==> src/rtl/mem_port_arbiter_pkg.sv <==
// Shared types for the CPU/debug memory port arbiter: FSM encoding, grant ids
// and the round-robin pick function.
package mem_port_arbiter_pkg;

  typedef enum logic [1:0] {
    ARB_IDLE   = 2'd0,
    ARB_ACCESS = 2'd1,
    ARB_RESP   = 2'd2
  } arb_state_e;

  localparam logic GNT_CPU = 1'b0;
  localparam logic GNT_DBG = 1'b1;

  // One-hot grant, bit 0 = CPU, bit 1 = DBG; a tie goes to whoever was not served last.
  function automatic logic [1:0] rr_pick(input logic [1:0] req, input logic last_grant);
    logic [1:0] g;
    if (req == 2'b11) g = (last_grant == GNT_DBG) ? 2'b01 : 2'b10;
    else              g = req;
    return g;
  endfunction

endpackage

==> src/rtl/mem_port_arbiter_rr.sv <==
// Two-way round-robin arbiter; remembers the last granted requester so that
// continuous contention alternates between the two ports.
module mem_rr_arbiter
  import mem_port_arbiter_pkg::*;
(
  input  logic       clk,
  input  logic       reset_n,
  input  logic [1:0] req,
  input  logic       grant_en,
  output logic [1:0] gnt
);

  logic last_grant_q;
  logic last_grant_d;

  always_comb begin
    gnt          = rr_pick(req, last_grant_q);
    last_grant_d = last_grant_q;
    if (grant_en && (req != 2'b00)) last_grant_d = gnt[1];
  end

  always_ff @(posedge clk or negedge reset_n) begin
    if (!reset_n) last_grant_q <= GNT_DBG;
    else          last_grant_q <= last_grant_d;
  end

endmodule

==> src/rtl/mem_port_arbiter.sv <==
// Serialises CPU and debug accesses onto one fixed-latency synchronous memory.
// Handshake: a requester holds req and its fields until its one-cycle ready pulse.
module mem_port_arbiter
  import mem_port_arbiter_pkg::*;
#(
  parameter int ADDR_W      = 32,
  parameter int DATA_W      = 32,
  parameter int MEM_LATENCY = 2
) (
  input  logic              clk,
  input  logic              reset_n,
  input  logic              cpu_req,
  input  logic              cpu_we,
  input  logic [ADDR_W-1:0] cpu_addr,
  input  logic [DATA_W-1:0] cpu_wdata,
  output logic              cpu_ready,
  output logic [DATA_W-1:0] cpu_rdata,
  input  logic              dbg_req,
  input  logic              dbg_we,
  input  logic [ADDR_W-1:0] dbg_addr,
  input  logic [DATA_W-1:0] dbg_wdata,
  output logic              dbg_ready,
  output logic [DATA_W-1:0] dbg_rdata,
  output logic              mem_en,
  output logic              mem_we,
  output logic [ADDR_W-1:0] mem_addr,
  output logic [DATA_W-1:0] mem_wdata,
  input  logic [DATA_W-1:0] mem_rdata,
  output logic              busy,
  output arb_state_e        state_dbg
);

  localparam int CNT_W = $clog2(MEM_LATENCY + 1);

  arb_state_e        state_q, state_d;
  logic [CNT_W-1:0]  cnt_q, cnt_d;
  logic              gnt_q, gnt_d;
  logic              we_q, we_d;
  logic [ADDR_W-1:0] addr_q, addr_d;
  logic [DATA_W-1:0] wdata_q, wdata_d;
  logic [DATA_W-1:0] rsp_data_q, rsp_data_d;
  logic              grant_en;
  logic [1:0]        gnt_vec;

  mem_rr_arbiter u_rr (
    .clk      (clk),
    .reset_n  (reset_n),
    .req      ({dbg_req, cpu_req}),
    .grant_en (grant_en),
    .gnt      (gnt_vec)
  );

  always_comb begin
    state_d    = state_q;
    cnt_d      = cnt_q;
    gnt_d      = gnt_q;
    we_d       = we_q;
    addr_d     = addr_q;
    wdata_d    = wdata_q;
    rsp_data_d = rsp_data_q;
    grant_en   = 1'b0;
    case (state_q)
      ARB_IDLE: begin
        grant_en = 1'b1;
        if (gnt_vec != 2'b00) begin
          gnt_d   = gnt_vec[1];
          we_d    = gnt_vec[1] ? dbg_we    : cpu_we;
          addr_d  = gnt_vec[1] ? dbg_addr  : cpu_addr;
          wdata_d = gnt_vec[1] ? dbg_wdata : cpu_wdata;
          cnt_d   = CNT_W'(MEM_LATENCY - 1);
          state_d = ARB_ACCESS;
        end
      end
      ARB_ACCESS: begin
        if (cnt_q == '0) begin
          // Write completions keep the last read data visible on *_rdata.
          if (!we_q) rsp_data_d = mem_rdata;
          state_d = ARB_RESP;
        end else begin
          cnt_d = cnt_q - 1'b1;
        end
      end
      ARB_RESP: state_d = ARB_IDLE;
      default:  state_d = ARB_IDLE;
    endcase
  end

  always_ff @(posedge clk or negedge reset_n) begin
    if (!reset_n) begin
      state_q    <= ARB_IDLE;
      cnt_q      <= '0;
      gnt_q      <= GNT_CPU;
      we_q       <= 1'b0;
      addr_q     <= '0;
      wdata_q    <= '0;
      rsp_data_q <= '0;
    end else begin
      state_q    <= state_d;
      cnt_q      <= cnt_d;
      gnt_q      <= gnt_d;
      we_q       <= we_d;
      addr_q     <= addr_d;
      wdata_q    <= wdata_d;
      rsp_data_q <= rsp_data_d;
    end
  end

  // Memory side is driven purely from state and latches, never from live requests.
  assign mem_en    = (state_q == ARB_ACCESS);
  assign mem_we    = (state_q == ARB_ACCESS) && we_q;
  assign mem_addr  = addr_q;
  assign mem_wdata = wdata_q;
  assign cpu_ready = (state_q == ARB_RESP) && (gnt_q == GNT_CPU);
  assign dbg_ready = (state_q == ARB_RESP) && (gnt_q == GNT_DBG);
  assign cpu_rdata = rsp_data_q;
  assign dbg_rdata = rsp_data_q;
  assign busy      = (state_q != ARB_IDLE);
  assign state_dbg = state_q;

endmodule
==> config.mk <==
export PLATFORM = sky130hd
export DESIGN_NAME = mem_port_arbiter
export DESIGN_NICKNAME = d
export VERILOG_FILES = /design/src/rtl/mem_port_arbiter_pkg.sv /design/src/rtl/mem_port_arbiter_rr.sv /design/src/rtl/mem_port_arbiter.sv
export SDC_FILE = /design/constraint.sdc
export NUM_CORES = 1
export LEC_CHECK = 0
export ABC_AREA = 1
export BUFFER_PORTS_ARGS = -buffer_cell sky130_fd_sc_hd__buf_2
export CAP_MARGIN = 20
export CORE_MARGIN = 2
export CORE_UTILIZATION = 41
export CTS_BUF_LIST = sky130_fd_sc_hd__clkbuf_8
export DETAILED_ROUTE_END_ITERATION = 8
export MAX_ROUTING_LAYER = met4
export PLACE_DENSITY = 0.72
export SETUP_SLACK_MARGIN = 0.05
export SYNTH_ARGS = -nofsm -noshare
export SYNTH_HDL_FRONTEND = slang
export SYNTH_SLANG_ARGS = --single-unit
==> constraint.sdc <==
create_clock -name clk -period 1.8 [get_ports clk]
set_input_delay 0.09 -clock clk [delete_from_list [all_inputs] [get_ports clk]]
set_output_delay 0.09 -clock clk [all_outputs]
set_load 0.05 [all_outputs]
# == After elaboration in Yosys (flattened, before gate mapping) ==
# Cells that the tools add are included.
# totals
out_inout_bits,135
ff_bits,103
wordCells,42
input_bits,166
# classes
eq_ne,6
n_bitwise,2
add_sub_neg,1
mux,11
reduce_logical,14
# ops
operator,count
$mux 32,2
$mux 2,5
$pmux 2 s2,2
$reduce_bool 2->1,4
$reduce_and 3->1,2
$eq 2x2->1 const B,2
$logic_and 1x1->1,4
$logic_not 2->1,2
$ne 2x2->1 const B,2
$reduce_and 2->1,2
$eq 2x1->1 const B,1
$mux 1,2
$ne 2x1->1 const B,1
$not 1->1,2
$sub 2x1->2 const B,1

# == Logic depth before layout (Yosys ltp) ==
# depth
word_depth,5
depth_mapped,7
ltp_nobuf,6

# == Cells and area by module ==
# Synthesis repeated with hierarchy kept, for this count alone.
# unflattened
cells_unflattened,705
hier_area_um2,5178.7
# modules_own_cells
mod,seq_area_each_um2,area_per_inst_um2,instances,cells_each
mem_port_arbiter,2552.4,5117.4,1,697
mem_rr_arbiter,26.3,61.3,1,8

# == Worst setup path after synthesis ==
# No wires, ideal clock.
# synth_path
path_type,reg-to-output
startpoint,register state_q[0] (netlist: state_dbg[0])
endpoint,output port mem_we
path_stages_with_launch,6
arrival_time_ns,2.084
path_buffers,1
path_slack_ns,-0.374
required_ns,1.710
cell_sequence,dfrtp_1 > inv_2 > nor2_4 > buf_2 > inv_1 > nor2_1
# synth_between
elab_chain_cells,2
# synth_lines
item,line,rtl
"start, declared",mem_port_arbiter.sv:35,"arb_state_e state_q, state_d;"
"start signal, assigned",mem_port_arbiter.sv:98,state_q <= state_d;
$eq 2x1->1,--,
named net mem_en,mem_port_arbiter.sv:24,"output logic mem_en,"
$logic_and 1x1->1,mem_port_arbiter.sv:110,assign mem_we = (state_q == ARB_ACCESS) && we_q;
"end, declared",mem_port_arbiter.sv:25,"output logic mem_we,"
# The timed path passes the listed nets, and every way through them passes these cells.

# == Final worst setup path ==
# layout_path
startpoint,register state_q[0] (netlist: state_dbg[0])
endpoint,output port mem_en
# layout_between
elab_chain_cells,1
# layout_lines
item,line,rtl
$eq 2x1->1,mem_port_arbiter.sv:109,assign mem_en = (state_q == ARB_ACCESS);
"end, declared",mem_port_arbiter.sv:24,
# No other way between the ends.

==> metrics.yaml <==
status: "completed"
syn_nets: 940
crit_path_start: "state_dbg[0]$_DFFE_PN0P_"
period_share_pct: 88.88
clkLatencyLatePin_ns: 0.36
ys_ff_latch: 103
cts_root_buffer: "clkbuf_8"
crit_type: "flip-flop to output port"
synth_seq_area_share_pct: 46.58
yosysWarnings: 0
dpl.hpwl_mm: 11.18
min_period_ns: 1.600
max-vdd-ir-drop_v: 0.0009539
p_sw_uw: 9893
grtUsageMet1_pct: 29.18
slew_headroom_pct: 62.49
gr-usage-met3_pct: 4.151
grt_remaining_overflow: 0
rsz0062_at_grt: "false"
grt_pass1_wl_mm: 25.76
dr.pass1.iters: 5
layout_common_cells: "buf_2, nand2_1, inv_1"
worstPathRequired_ns: 1.71
min_path_cells: 5
cp.arrival_ns: 1.51
slew_violations: 0
setup_tns_ns: 0
p_per_area_nw_per_um2: 2173
fmax_ghz: 0.6251
die-area_sq_um: 14450
grt_util_met2_pct: 37.43
p_seq_share_pct: 26.0
numCtsBuffers: 9
area_growth_pct: 36.23
drc: 0
place_area_sq_um: 6999
tightest_slew_ns: 0.5626
wl_per_cell_microns: 13.11
busiest_layer: "met2"
drv_cap: 0
endpoint_kind: "output port"
final_util_pct: 57.18
hold_viol_final: 0
clock_power_share_pct: 8.8
antennaDiodeCount: 0
vias: 5687
p_comb_share_pct: 65.2
port_buffers: 300
fillers: 1297
avgSynthCellArea_sq_um: 7.162
postSynthCellCount: 773
seq_area_sq_um: 2581
crit_end: "mem_en"
multi_input_area_sq_um: 1993
cts_tree: "yes"
htreeDepth: 3
grt_pass1_vias: 5205
grt_max_degree: 104
syn_area_sq_um: 5537
p_leak_uw: 0.004714
cts_resized: 0
layout_commonest_cell: "buf_2"
design_area_sq_um: 7542
start_kind: "flip-flop"
drtIter0Drc: 294
antenna_found_initial: 0
worstHoldPathType: "input port to flip-flop"
setup_viol: 0
clk_path_buf_depth: 2
wirelength_mm: 16.17
rr_startpoint: "cnt_q[0]$_DFFE_PN0P_"
cp_max_fo: 33
ant_nets: 0
die_h_microns: 120.2
clk_pin_slew_ns: 0.10
reg2reg_to: "cnt_q[0]$_DFFE_PN0P_"
grt_use_total_pct: 22.91
drive_gt1_share_pct: 32.33
ff2ff_path_depth: 6
die_w_microns: 120.2
nets: 1221
p_sw_share_pct: 60.35
gp_congestion: 0.8565
initial_core_util_pct: 41.97
viasPerCell: 4.609
rows: 42
fin_skew_ns: 0.01066
design.core.area_sq_um: 13190
ys_types: 19
intPower_uw: 6499
hp-start: "cpu_wdata[5]"
reg2reg_slack_ns: 0.45
cts_sinks: 103
ios: 301
-- metal layers --
metal  vias to the layer above  share of wire, %  routed length, microns
met5                         -                 0                       0
met4                         0               1.6                     257
met3                        18               7.7                    1251
met2                       261                48                    7842
met1                      2522                42                    6821
li1                       2886                 -                       -
-- worst max-delay path, stage by stage (launching register included) --
cell and delay (ns):
dfrtp_2 0.44, inv_2 0.07, nor2_4 0.15, buf_12 0.20, buf_2 0.29
-- synthesized netlist by cell type --
library cell  number  area share, %
ha_1               1           0.23
nor2_2             1           0.11
buf_2             17            1.5
clkinv_1           1          0.068
o21ai_2            1           0.16
nand4_1           33            3.7
nand3_1          134             12
dfstp_2            1           0.47
a21oi_1            1          0.090
o21ai_0            1          0.090
nor2_1             4           0.27
nand2_1          271             18
inv_2              2           0.14
buf_4             38            5.2
nor2_4             1           0.20
inv_1            137            9.3
dfrtp_1          102             46
nor3_1             2           0.18
clkbuf_1          25            1.7
-- worst min-delay path by stage --
stage	endpoint	slack (ns)
2_1_floorplan	cnt_q[0]$_DFFE_PN0P_	-0.21
3_3_place_gp	cpu_rdata[14]$_DFFE_PN0P_	0.20
5_1_grt	cpu_rdata[17]$_DFFE_PN0P_	0.01
6_report	mem_wdata[5]$_DFFE_PN0P_	0.02
3_5_place_dp	cpu_rdata[14]$_DFFE_PN0P_	0.21
4_1_cts	mem_wdata[7]$_DFFE_PN0P_	0.001
-- registers in the layout (all words and copies together) (netlist names) --
register           cells
state_dbg              2
mem_addr              32
mem_wdata             32
cpu_rdata             32
we_q                   1
gnt_q                  1
u_rr.last_grant_q      1
cnt_q                  2
-- area by class of cell --
type	instances	area share, %
clock buffer	13	2.372
clock inverter	2	0.1825
inverter	140	6.967
multi-input combinational	450	26.43
sequential	103	34.22
tap	176	2.920
timing repair buffer	350	26.91
-- power groups by stage --
stage,sequential [uW],clock [uW],combinational [uW]
2_1_floorplan,8060,0,4680
3_3_place_gp,4270,0,10600
3_5_place_dp,4260,0,10700
4_1_cts,4260,1480,10700
5_1_grt,4410,1590,11400
6_report,4260,1440,10700
-- logic make-up after synthesis --
group / after synthesis / share of synthesized area, %
AND/OR/NAND/NOR: 446 / 34.98
buffers and inverters: 220 / 17.88
flip-flops: 103 / 46.58
AO/OA/AOI/OAI: 3 / 0.3388
adder cells (fa/ha/maj): 1 / 0.2260
-- what timing repair did --
action,4_1_cts,5_1_grt
endpoints found under the hold margin,136,0
hold buffers,35,0
buffers inserted,0,0
-- per-stage QoR --
step	cells	power, uW	hold slack, ns	worst slack (ns)
floorplan	773	12740	-0.2056	0.005991
global placement	1184	14860	0.1967	0.5034
detailed placement	1184	14960	0.2065	0.4636
CTS	1234	16470	0.001321	0.1743
global route	1234	17370	0.01436	0.1139
finish	1234	16390	0.01800	0.2001
No activity file was read; power rests on OpenSTA's default activity.
